--- config.mk ---
export PLATFORM = sky130hd
export DESIGN_NAME = char_addr_gen
export DESIGN_NICKNAME = d
export VERILOG_FILES = /design/src/rtl/char_addr_gen.sv
export SDC_FILE = /design/constraint.sdc
export NUM_CORES = 1
export LEC_CHECK = 0
export CAP_MARGIN = 0
export CORE_ASPECT_RATIO = 1.1
export CORE_MARGIN = 2
export CORE_UTILIZATION = 50
export DETAILED_ROUTE_END_ITERATION = 16
export PLACE_DENSITY = 0.7
export SYNTH_ARGS = -nofsm -noshare
export SYNTH_HDL_FRONTEND = slang
export SYNTH_SLANG_ARGS = --single-unit
--- constraint.sdc ---
create_clock -name clk -period 3.2 [get_ports clk]
set_clock_uncertainty 0.2 [all_clocks]
set_input_delay 0.32 -clock clk [delete_from_list [all_inputs] [get_ports clk]]
set_output_delay 0.32 -clock clk [all_outputs]
set_load 0.05 [all_outputs]
--- src/rtl/char_addr_gen.sv ---
// char_addr_gen
// Text-mode character address generator. Follows the VGA timing strobes to
// track character column/row and the pixel offset inside the glyph cell, then
// emits a registered character-buffer address per active pixel through a
// two-stage pipeline. Hardware row scrolling is latched at frame boundaries
// so that the visible picture never tears mid-frame.
//
// Optional feature: define CHAR_ADDR_CURSOR_EN to build the cursor-cell
// compare that drives cursor_hit. Without it cursor_hit is tied low and the
// cursor inputs are ignored.
module char_addr_gen #(
    parameter int unsigned COLS    = 80,
    parameter int unsigned ROWS    = 30,
    parameter int unsigned GLYPH_W = 8,
    parameter int unsigned GLYPH_H = 16,
    parameter int unsigned ADDR_W  = 15,
    parameter int unsigned BASE    = 'h600
) (
    input  logic                       clk,
    input  logic                       reset,
    input  logic                       frame_start,
    input  logic                       line_start,
    input  logic                       pix_valid,
    input  logic                       scroll_inc,
    input  logic                       scroll_clr,
    input  logic [$clog2(COLS)-1:0]    cursor_col,
    input  logic [$clog2(ROWS)-1:0]    cursor_row,
    output logic [ADDR_W-1:0]          char_addr,
    output logic [$clog2(GLYPH_W)-1:0] glyph_x,
    output logic [$clog2(GLYPH_H)-1:0] glyph_y,
    output logic                       addr_valid,
    output logic                       cursor_hit
);

    // Buffer geometry and internal widths.
    localparam int unsigned BUF    = COLS * ROWS;
    localparam int unsigned SUM_W  = $clog2(2 * BUF);
    localparam int unsigned BASE_W = $clog2(BUF);
    // Column saturates at COLS and row at ROWS, so both need one extra code.
    localparam int unsigned COL_W  = $clog2(COLS + 1);
    localparam int unsigned ROW_W  = $clog2(ROWS + 1);
    localparam int unsigned GX_W   = $clog2(GLYPH_W);
    localparam int unsigned GY_W   = $clog2(GLYPH_H);

    // Advance a buffer offset by one character row, wrapping at BUF with a
    // conditional subtract instead of a modulo or multiplier.
    function automatic logic [BASE_W-1:0] add_row(input logic [BASE_W-1:0] b);
        logic [SUM_W-1:0] t;
        t = SUM_W'(b) + SUM_W'(COLS);
        if (t >= SUM_W'(BUF)) begin
            t = t - SUM_W'(BUF);
        end
        return BASE_W'(t);
    endfunction

    // ------------------------------------------------------------------
    // Scroll and position state
    // ------------------------------------------------------------------
    logic [BASE_W-1:0] pend_base_q, pend_base_d;   // scroll requested for next frame
    logic [BASE_W-1:0] row_base_q,  row_base_d;    // buffer offset of current char row
    logic [COL_W-1:0]  col_q,       col_d;
    logic [ROW_W-1:0]  row_q,       row_d;
    logic [GX_W-1:0]   gx_q,        gx_d;
    logic [GY_W-1:0]   gy_q,        gy_d;
    logic              first_line_q, first_line_d;

    // ------------------------------------------------------------------
    // Pipeline stage 1
    // ------------------------------------------------------------------
    logic [SUM_W-1:0]  s1_sum_q,   s1_sum_d;
    logic [GX_W-1:0]   s1_gx_q,    s1_gx_d;
    logic [GY_W-1:0]   s1_gy_q,    s1_gy_d;
    logic              s1_valid_q, s1_valid_d;
    logic              in_range;

    // ------------------------------------------------------------------
    // Pipeline stage 2 (outputs)
    // ------------------------------------------------------------------
    logic [ADDR_W-1:0] char_addr_q,  char_addr_d;
    logic [GX_W-1:0]   glyph_x_q,    glyph_x_d;
    logic [GY_W-1:0]   glyph_y_q,    glyph_y_d;
    logic              addr_valid_q, addr_valid_d;
    logic [SUM_W-1:0]  s1_wrapped;

    // Next-state for scroll offsets, beam position counters and first-line flag.
    always_comb begin
        // NOTE: every variable gets a hold default first so no path through
        // the branches below can leave it unassigned and infer a latch.
        pend_base_d  = pend_base_q;
        row_base_d   = row_base_q;
        col_d        = col_q;
        row_d        = row_q;
        gx_d         = gx_q;
        gy_d         = gy_q;
        first_line_d = first_line_q;

        // Clear beats increment when both arrive together.
        if (scroll_clr) begin
            pend_base_d = '0;
        end else if (scroll_inc) begin
            pend_base_d = add_row(pend_base_q);
        end

        if (frame_start) begin
            // The frame adopts the pending scroll, including an update
            // arriving on this very cycle; it is then frozen for the frame.
            row_base_d   = pend_base_d;
            col_d        = '0;
            row_d        = '0;
            gx_d         = '0;
            gy_d         = '0;
            first_line_d = 1'b1;
        end else if (line_start) begin
            col_d = '0;
            gx_d  = '0;
            if (first_line_q) begin
                // The pulse ahead of line 0 only arms the line counter.
                first_line_d = 1'b0;
            end else begin
                gy_d = gy_q + GY_W'(1);
                if (gy_q == GY_W'(GLYPH_H - 1)) begin
                    // Saturate so that lines past the last row never alias
                    // back into the visible area.
                    if (row_q != ROW_W'(ROWS)) begin
                        row_d = row_q + ROW_W'(1);
                    end
                    row_base_d = add_row(row_base_q);
                end
            end
        end else if (pix_valid) begin
            gx_d = gx_q + GX_W'(1);
            if ((gx_q == GX_W'(GLYPH_W - 1)) && (col_q != COL_W'(COLS))) begin
                col_d = col_q + COL_W'(1);
            end
        end
    end

    // Position and scroll registers.
    always_ff @(posedge clk or posedge reset) begin
        if (reset) begin
            // NOTE: sequential state uses non-blocking assignments so every
            // flop samples the pre-edge value of its neighbours.
            pend_base_q  <= '0;
            row_base_q   <= '0;
            col_q        <= '0;
            row_q        <= '0;
            gx_q         <= '0;
            gy_q         <= '0;
            first_line_q <= 1'b1;
        end else begin
            pend_base_q  <= pend_base_d;
            row_base_q   <= row_base_d;
            col_q        <= col_d;
            row_q        <= row_d;
            gx_q         <= gx_d;
            gy_q         <= gy_d;
            first_line_q <= first_line_d;
        end
    end

    // Stage 1: unwrapped buffer offset and the validity of this pixel.
    always_comb begin
        in_range   = (col_q < COL_W'(COLS)) && (row_q < ROW_W'(ROWS));
        s1_sum_d   = SUM_W'(row_base_q) + SUM_W'(col_q);
        s1_gx_d    = gx_q;
        s1_gy_d    = gy_q;
        s1_valid_d = pix_valid && in_range;
    end

    // Stage 1 registers.
    always_ff @(posedge clk or posedge reset) begin
        if (reset) begin
            s1_sum_q   <= '0;
            s1_gx_q    <= '0;
            s1_gy_q    <= '0;
            s1_valid_q <= 1'b0;
        end else begin
            s1_sum_q   <= s1_sum_d;
            s1_gx_q    <= s1_gx_d;
            s1_gy_q    <= s1_gy_d;
            s1_valid_q <= s1_valid_d;
        end
    end

    // Stage 2: wrap into the buffer, add the base, hold data on idle cycles.
    always_comb begin
        s1_wrapped   = (s1_sum_q >= SUM_W'(BUF)) ? (s1_sum_q - SUM_W'(BUF)) : s1_sum_q;
        char_addr_d  = char_addr_q;
        glyph_x_d    = glyph_x_q;
        glyph_y_d    = glyph_y_q;
        addr_valid_d = s1_valid_q;
        if (s1_valid_q) begin
            char_addr_d = ADDR_W'(BASE) + ADDR_W'(s1_wrapped);
            glyph_x_d   = s1_gx_q;
            glyph_y_d   = s1_gy_q;
        end
    end

    // Stage 2 registers.
    always_ff @(posedge clk or posedge reset) begin
        if (reset) begin
            char_addr_q  <= '0;
            glyph_x_q    <= '0;
            glyph_y_q    <= '0;
            addr_valid_q <= 1'b0;
        end else begin
            char_addr_q  <= char_addr_d;
            glyph_x_q    <= glyph_x_d;
            glyph_y_q    <= glyph_y_d;
            addr_valid_q <= addr_valid_d;
        end
    end

    assign char_addr  = char_addr_q;
    assign glyph_x    = glyph_x_q;
    assign glyph_y    = glyph_y_q;
    assign addr_valid = addr_valid_q;

`ifdef CHAR_ADDR_CURSOR_EN
    // Cursor compare uses the screen row, so it is independent of scrolling.
    logic s1_hit_q, s1_hit_d;
    logic cursor_hit_q, cursor_hit_d;

    // Stage 1 cursor compare and stage 2 alignment with addr_valid.
    always_comb begin
        s1_hit_d     = (col_q == COL_W'(cursor_col)) && (row_q == ROW_W'(cursor_row));
        cursor_hit_d = s1_valid_q && s1_hit_q;
    end

    // Cursor pipeline registers.
    always_ff @(posedge clk or posedge reset) begin
        if (reset) begin
            s1_hit_q     <= 1'b0;
            cursor_hit_q <= 1'b0;
        end else begin
            s1_hit_q     <= s1_hit_d;
            cursor_hit_q <= cursor_hit_d;
        end
    end

    assign cursor_hit = cursor_hit_q;
`else
    // Cursor feature absent: output tied low, inputs only reduced into a
    // dangling net that synthesis removes.
    logic unused_cursor;
    assign unused_cursor = ^{cursor_col, cursor_row};
    assign cursor_hit    = 1'b0;
`endif

endmodule

==> summary.md, run 1 <==
| Metric | Value |
|---|---|
| Slew Viols, Final | 0 |
| Post-Synthesis Cell Area | 0.00475 mm² |
| Post-Route Utilization | 58.5% |
| CP Launch Point | row_base_q[5] |
| Die Area | 0.0103 mm² |
| Worst Reg2Reg Path Length in Cells | 10 |
| Vias/cell | 5.50 |
| Share of the synthesized area in the top cell type | 45.3% |
| Seq cells post-synth | 87 |
| DRC Markers | 0 |
| Final Wtd Congestion | 0.880 |
| Worst R2R Start | row_base_q[5] |
| Cells after DPL | 615 |
| Starting Density | 51.0% |
| H-Tree Depth | 3 |
| # fillers | 831 |
| Syn Inst Count | 474 |
| Peak VDD IR | 0.000200 V |
| DP Wirelength | 6760 µm |
| Initial DRC count | 231 |
| Crit path capture type | register |
| Clock-pin slew on the worst setup and hold paths | 0.10 ns |
| Worst setup endpoint | row_base_q[7] |
| GRT Total Usage | 19.0% |
| Endpoints failing setup | 0 |
| Status | finished, final reports clean |
| Max Buffers Root-to-Sink | 2 |
| IO Count | 43 |
| Final Non-Filler Cells | 631 |
| Slew of the pin with the lowest slew margin | 0.989 ns |
| Hold crit path type | in2async |
| N_diodes | 0 |
| Initial antenna violation count | 0 |
| Count leader, synth | dfrtp_1 |
| Final period utilization | 93.7% |
| Crit Reg-Reg Endpoint | row_base_q[7] |
| Critical path startpoint category | register |
| Post-DP Area | 0.00521 mm² |
| Layout cells sized above 1 | 12.6% |
| CTS tree | yes |
| Post-layout minimum cycle time | 3.00 ns |
| CP Data Arrival Time | 3.03 ns |
| Required time worst endpoint | 3.24 ns |
| Leak | 2.50 nW |
| Fin area | 0.00544 mm² |
| Root buf cell | clkbuf_8 |
| Slew margin rel. | 34.1% |
| Hold Vio Cnt, Final | 0 |
| Sequential cell area | 0.00218 mm² |
| Avg WL per Cell | 14.5 µm |
| DRT antenna net count | 0 |
| Die height | 106 µm |
| Yosys top cell by area | dfrtp_1 |
| First-pass GRT wire length | 15900 µm |
| Worst Path Max Fanout | 7 |
| IO buf count | 28 |
| # Post-CTS Setup Buffers | 0 |
| Max Clock Freq | 334 MHz |
| Clock sinks | 87 |
| Post-synthesis sequential area ratio | 45.9% |
| Drt total wl | 9130 µm |
| Routed via count | 3469 |
| Core Area | 0.00931 mm² |
| Max-cap violations | 0 |
| Vias in the first global route | 3460 |
| NumNets Final | 551 |
| Synth top area cells | dfrtp_1, xnor2_1, ha_1 |
| Horiz. Die Dim | 96.9 µm |
| YS warnings | 0 |
| Main flop type after synthesis | dfrtp_1 |
| Syn_area_per_cell | 10.0 µm² |
| Skew-Pair Late Insertion Delay | 0.35 ns |
| CTS Buf Count | 9 |
| DR pass1 iterations | 4 |
| GRT overflow | 0 |
| Setup slack, reg-to-reg | 0.20 ns |
| Post-synth EDFFs | 0 |
| Commonest cells in the netlist | dfrtp_1, nor2_1, xnor2_1, nand2_1, a21oi_1 |
| Row count | 37 |
| Area grow syn2layout | 14.5% |
| Library cells used by synthesis | 59 |
| Largest net degree at the start of global routing | 53 |
| Share of async-settable or async-resettable flops after synthesis | 100% |
| Critical path type | reg2reg |
| Multi-input logic area | 0.00243 mm² |
| Power per Cell Area | 427 mW/mm² |
report_power, final:
part | internal, mW | switching, mW
Clock | 0.368 | 0.402
Sequential | 1.14 | 0.0484
Combinational | 0.143 | 0.223
Total | 1.65 | 0.673
worst max-delay path, cell delays in order, from the launching register on:
cell and delay (ns):
dfrtp_1 0.43, ha_2 0.24, nor2_1 0.32, nand4_1 0.25, xnor2_1 0.33, a221oi_4 0.13
buf_4 0.19, or3_1 0.32, a21oi_2 0.15, xnor2_1 0.06, mux2_2 0.26
what timing repair did:
| item | in CTS | in global routing |
|---|---|---|
| resized for setup | 0 | 5 |
| endpoints found under the setup margin | 0 | 5 |
| hold buffers | 0 | 0 |
per-stage QoR:
stage / power, mW / setup slack, ns / TNS [ns] / hold slack (ns)
2_1_floorplan: 1.46 / 0.259 / 0 / 0.152
3_3_place_gp: 1.56 / 0.161 / 0 / 0.187
3_5_place_dp: 1.57 / 0.149 / 0 / 0.190
4_1_cts: 2.34 / 0.119 / 0 / 0.146
5_1_grt: 2.45 / -0.0213 / -0.0213 / 0.176
6_report: 2.32 / 0.203 / 0 / 0.132
worst min-delay path by stage:
stage | startpoint | depth (start not counted) | slack, ns | end
after floorplan | addr_valid_d | 0 | 0.15 | addr_valid
after global placement | gx_q[1] | 0 | 0.19 | s1_gx_q[1]
after global routing | reset | 2 | 0.18 | s1_gx_q[2]
after detailed placement | gx_q[1] | 0 | 0.19 | s1_gx_q[1]
final | reset | 2 | 0.13 | glyph_y[3]
after CTS | reset | 2 | 0.15 | glyph_y[3]
placed cells by master, fill, tap and decap left out, types with 18 or more instances in the layout:
master,instances
xnor2_1,34
clkdlybuf4s50_1,28
inv_1,22
mux2_2,23
nor2_1,54
a21oi_1,27
ha_1,21
nand2_1,30
dfrtp_1,86
o21ai_0,18
state kept, by name (all words and copies together) (netlist names):
signal,count
char_addr,14
s1_sum_q,13
pend_base_q,12
row_base_q,12
col_q,7
row_q,5
glyph_y,4
gy_q,4
s1_gy_q,4
glyph_x,3
gx_q,3
s1_gx_q,3
addr_valid,1
addr_valid_d,1
first_line_q,1
area by class of cell:
| type | instances | area share [%] |
|---|---|---|
| Clock buffer | 9 | 2.28 |
| Clock inverter | 7 | 1.40 |
| Inverter | 23 | 1.61 |
| Multi-Input combinational cell | 346 | 44.7 |
| Sequential cell | 87 | 40.1 |
| Tap cell | 117 | 2.69 |
| Timing Repair Buffer | 42 | 7.32 |
metal layers:
metal | GRT usage, % | wire length [µm]
met5 | 0 | 0
met4 | 6.94 | 198
met1 | 23.3 | 4070
met3 | 3.62 | 259
met2 | 33.5 | 4610
cells by family after synthesis:
kind of cell | Yosys count | synth area share (%)
AOI/OAI and AO/OA | 90 | 12.4
buffers and inverters | 42 | 3.66
other | 1 | 0.0790
xor gates and xnor gates | 47 | 8.67
and+or+nand+nor | 151 | 15.5
muxes | 33 | 7.56
DFF | 87 | 45.9
adders and majority gates | 23 | 6.22
(Power assumes the default switching activity.)
==> run 2, diff against run 1 <==
- SLEW_MARGIN: unset -> 20
==> results of run 2 <==
Same layout as run 1: the final DEF is identical, and so are final timing and power.
==> run 3, diff against run 2 <==
- CORE_UTILIZATION: 50 -> 36
- PLACE_DENSITY: 0.7 -> 0.53
==> summary.md, run 3 (synthesis gave the netlist of run 1 again) <==
| Metric | Value |
|---|---|
| Max-cap violations | 0 (unchanged) |
| Multi-input logic area | 0.00242 mm² (was 0.00243 mm²) |
| Horiz. Die Dim | 114 µm (was 96.9 µm) |
| Slowest cell delay on critical path | 0.44 ns (was 0.43 ns) |
| Peak VDD IR | 0.000222 V (was 0.000200 V) |
| Power per Cell Area | 454 mW/mm² (was 427 mW/mm²) |
| Vias/cell | 5.10 (was 5.50) |
| Row count | 44 (was 37) |
| Starting Density | 36.4% (was 51.0%) |
| Initial antenna violation count | 0 (unchanged) |
| DP Wirelength | 6870 µm (was 6760 µm) |
| CTS Buf Count | 9 (unchanged) |
| IO Count | 43 (unchanged) |
| Die height | 124 µm (was 106 µm) |
| Worst Path Max Fanout | 6 (was 7) |
| DRC Markers | 0 (unchanged) |
| Hold Vio Cnt, Final | 0 (unchanged) |
| Max Buffers Root-to-Sink | 2 (unchanged) |
| Most frequent cells in the layout | dfrtp_1, nor2_1, xnor2_1 (unchanged) |
| Commonest non-fill, non-tap cell in the layout | dfrtp_1 (unchanged) |
| TNS Setup | 0 ns (unchanged) |
| GRT Total Usage | 14.2% (was 19.0%) |
| Hold crit path type | in2async (unchanged) |
| DRT antenna net count | 0 (unchanged) |
| Vias in the first global route | 3384 (was 3460) |
| Final period utilization | 92.9% (was 93.7%) |
| Placement Setup Slack | 0.185 ns (was 0.149 ns) |
| DR pass1 iterations | 4 (unchanged) |
| Crit path capture type | register (unchanged) |
| # Post-CTS Setup Buffers | 0 (unchanged) |
| Slew of the pin with the lowest slew margin | 0.916 ns (was 0.989 ns) |
| Sequential cell area | 0.00218 mm² (unchanged) |
| Max FFs per register | 14 (unchanged) |
| Slew margin rel. | 38.9% (was 34.1%) |
| Unrepaired setup endpoints after global routing | no |
| H-Tree Depth | 3 (unchanged) |
| Slew Viols, Final | 0 (unchanged) |
| Root buf cell | clkbuf_16 (was clkbuf_8) |
| GRT overflow | 0 (unchanged) |
| Critical path type | reg2reg (unchanged) |
| Clock sinks | 87 (unchanged) |
| Required time worst endpoint | 3.22 ns (was 3.24 ns) |
| Max Clock Freq | 336 MHz (was 334 MHz) |
| Area grow syn2layout | 17.8% (was 14.5%) |
| CTS tree | yes (unchanged) |
| Routed via count | 3464 (was 3469) |
| Core Area | 0.0130 mm² (was 0.00931 mm²) |
| Skew-Pair Late Insertion Delay | 0.34 ns (was 0.35 ns) |
| # fillers | 1288 (was 831) |
| N_diodes | 0 (unchanged) |
| Endpoints failing setup | 0 (unchanged) |
| Critical path startpoint category | register (unchanged) |
| Crit path cell chain | ha_1 -> xnor2_1 -> ha_1 -> a2111oi_1 -> nand2_1 -> a221oi_4 -> buf_4 -> or3_1 -> a21oi_2 -> xnor2_1 -> mux2_2 (was ha_2 -> nor2_1 -> nand4_1 -> xnor2_1 -> a221oi_4 -> buf_4 -> or3_1 -> a21oi_2 -> xnor2_1 -> mux2_2) |
| Initial DRC count | 242 (was 231) |
| Buf/Inv on CP | 1 (unchanged) |
| Largest net degree at the start of global routing | 58 (was 53) |
| Die Area | 0.0141 mm² (was 0.0103 mm²) |
| Drt total wl | 9370 µm (was 9130 µm) |
| NumNets Final | 555 (was 551) |
| Avg WL per Cell | 13.8 µm (was 14.5 µm) |
| CP Data Arrival Time | 2.99 ns (was 3.03 ns) |
| Clock-pin slew on the worst setup and hold paths | 0.07 ns (was 0.10 ns) |
| Final Wtd Congestion | 0.813 (was 0.880) |
| CP max-delay cell | dfrtp_1 (unchanged) |
| Layout cells sized above 1 | 12.9% (was 12.6%) |
| Cell family contributing the most delay on the critical path | compound AO/OA/AOI/OAI gates (was simple AND/OR/NAND/NOR gates) |
| Post-layout minimum cycle time | 2.97 ns (was 3.00 ns) |
| Status | finished, final reports clean (unchanged) |
| IO buf count | 28 (unchanged) |
| First-pass GRT wire length | 16200 µm (was 15900 µm) |
| Fin worst setup slack | 0.228 ns (was 0.203 ns) |
| Hold Buf Count CTS | 0 (unchanged) |
| Leak | 2.55 nW (was 2.50 nW) |
==> run 3: cell types whose count changed in the layout (fill, tap and decap cells not counted) <==
cell / change
ha_2: -1
inv_6: -1
o21ai_1: +1
xnor2_2: -1
o21ai_0: -1
clkbuf_16: +9
clkbuf_8: -8
bufinv_16: -1
clkinv_2: +1
ha_1: +1
xnor2_1: +1
buf_4: +4
==> run 3: power breakdown <==
part	internal (mW)	switching, mW
clock network	0.549	0.432
logic	0.147	0.223
registers	1.14	0.0446
==> run 3: area by class of cell <==
type / instances / area share (%)
clock inverter: 6 / 0.760
clock buffer: 10 / 4.27
tap: 161 / 3.60
multi-input combinational: 346 / 43.2
timing repair buffer: 46 / 7.65
sequential: 87 / 38.9
inverter: 23 / 1.57
==> run 3: repair_timing <==
action,in CTS,in global routing
endpoints found under the setup margin,0,8
resized for setup,0,4
hold endpoints to repair,0,0
==> run 3: final timing paths <==
check | end | startpoint | cells past startpoint | slack, ns
setup / recovery | row_base_q[7] | row_base_q[4] | 11 | 0.23
hold / removal | glyph_x[2] | reset | 2 | 0.13
setup reg to reg | row_base_q[7] | row_base_q[4] | 11 | 0.23
hold reg to reg | s1_gx_q[1] | gx_q[1] | 0 | 0.21
max in group asynchronous | first_line_q | reset | 3 | 1.96
min in group clk | s1_gx_q[1] | gx_q[1] | 0 | 0.21
==> run 3: worst reg2reg max path, stage by stage (launching register included) <==
cell and delay, ns:
dfrtp_1 0.44, ha_1 0.25, xnor2_1 0.16, ha_1 0.23, a2111oi_1 0.25, nand2_1 0.16
a221oi_4 0.36, buf_4 0.21, or3_1 0.12, a21oi_2 0.06, xnor2_1 0.15, mux2_2 0.26
==> run 3: layer usage <==
layer  track usage, %  vias up  routed length, µm
met5                0        -                  0
met4             6.53        0                 87
met3             1.95        5                248
met2             22.9       52               4690
met1             18.8     1672               4340
li1                 -     1735                  -
==> run 3: through the flow <==
step                area, µm²  hold slack [ns]  total power, mW  instances  util [%]
finish                   5600            0.125             2.54        679      42.9
global route             5600            0.175             2.66        679      42.9
floorplan                4750            0.152             1.46        475         -
CTS                      5580            0.139             2.57        679      42.7
global placement         5300            0.191             1.57        663      40.6
detailed placement       5300            0.194             1.58        663      40.6
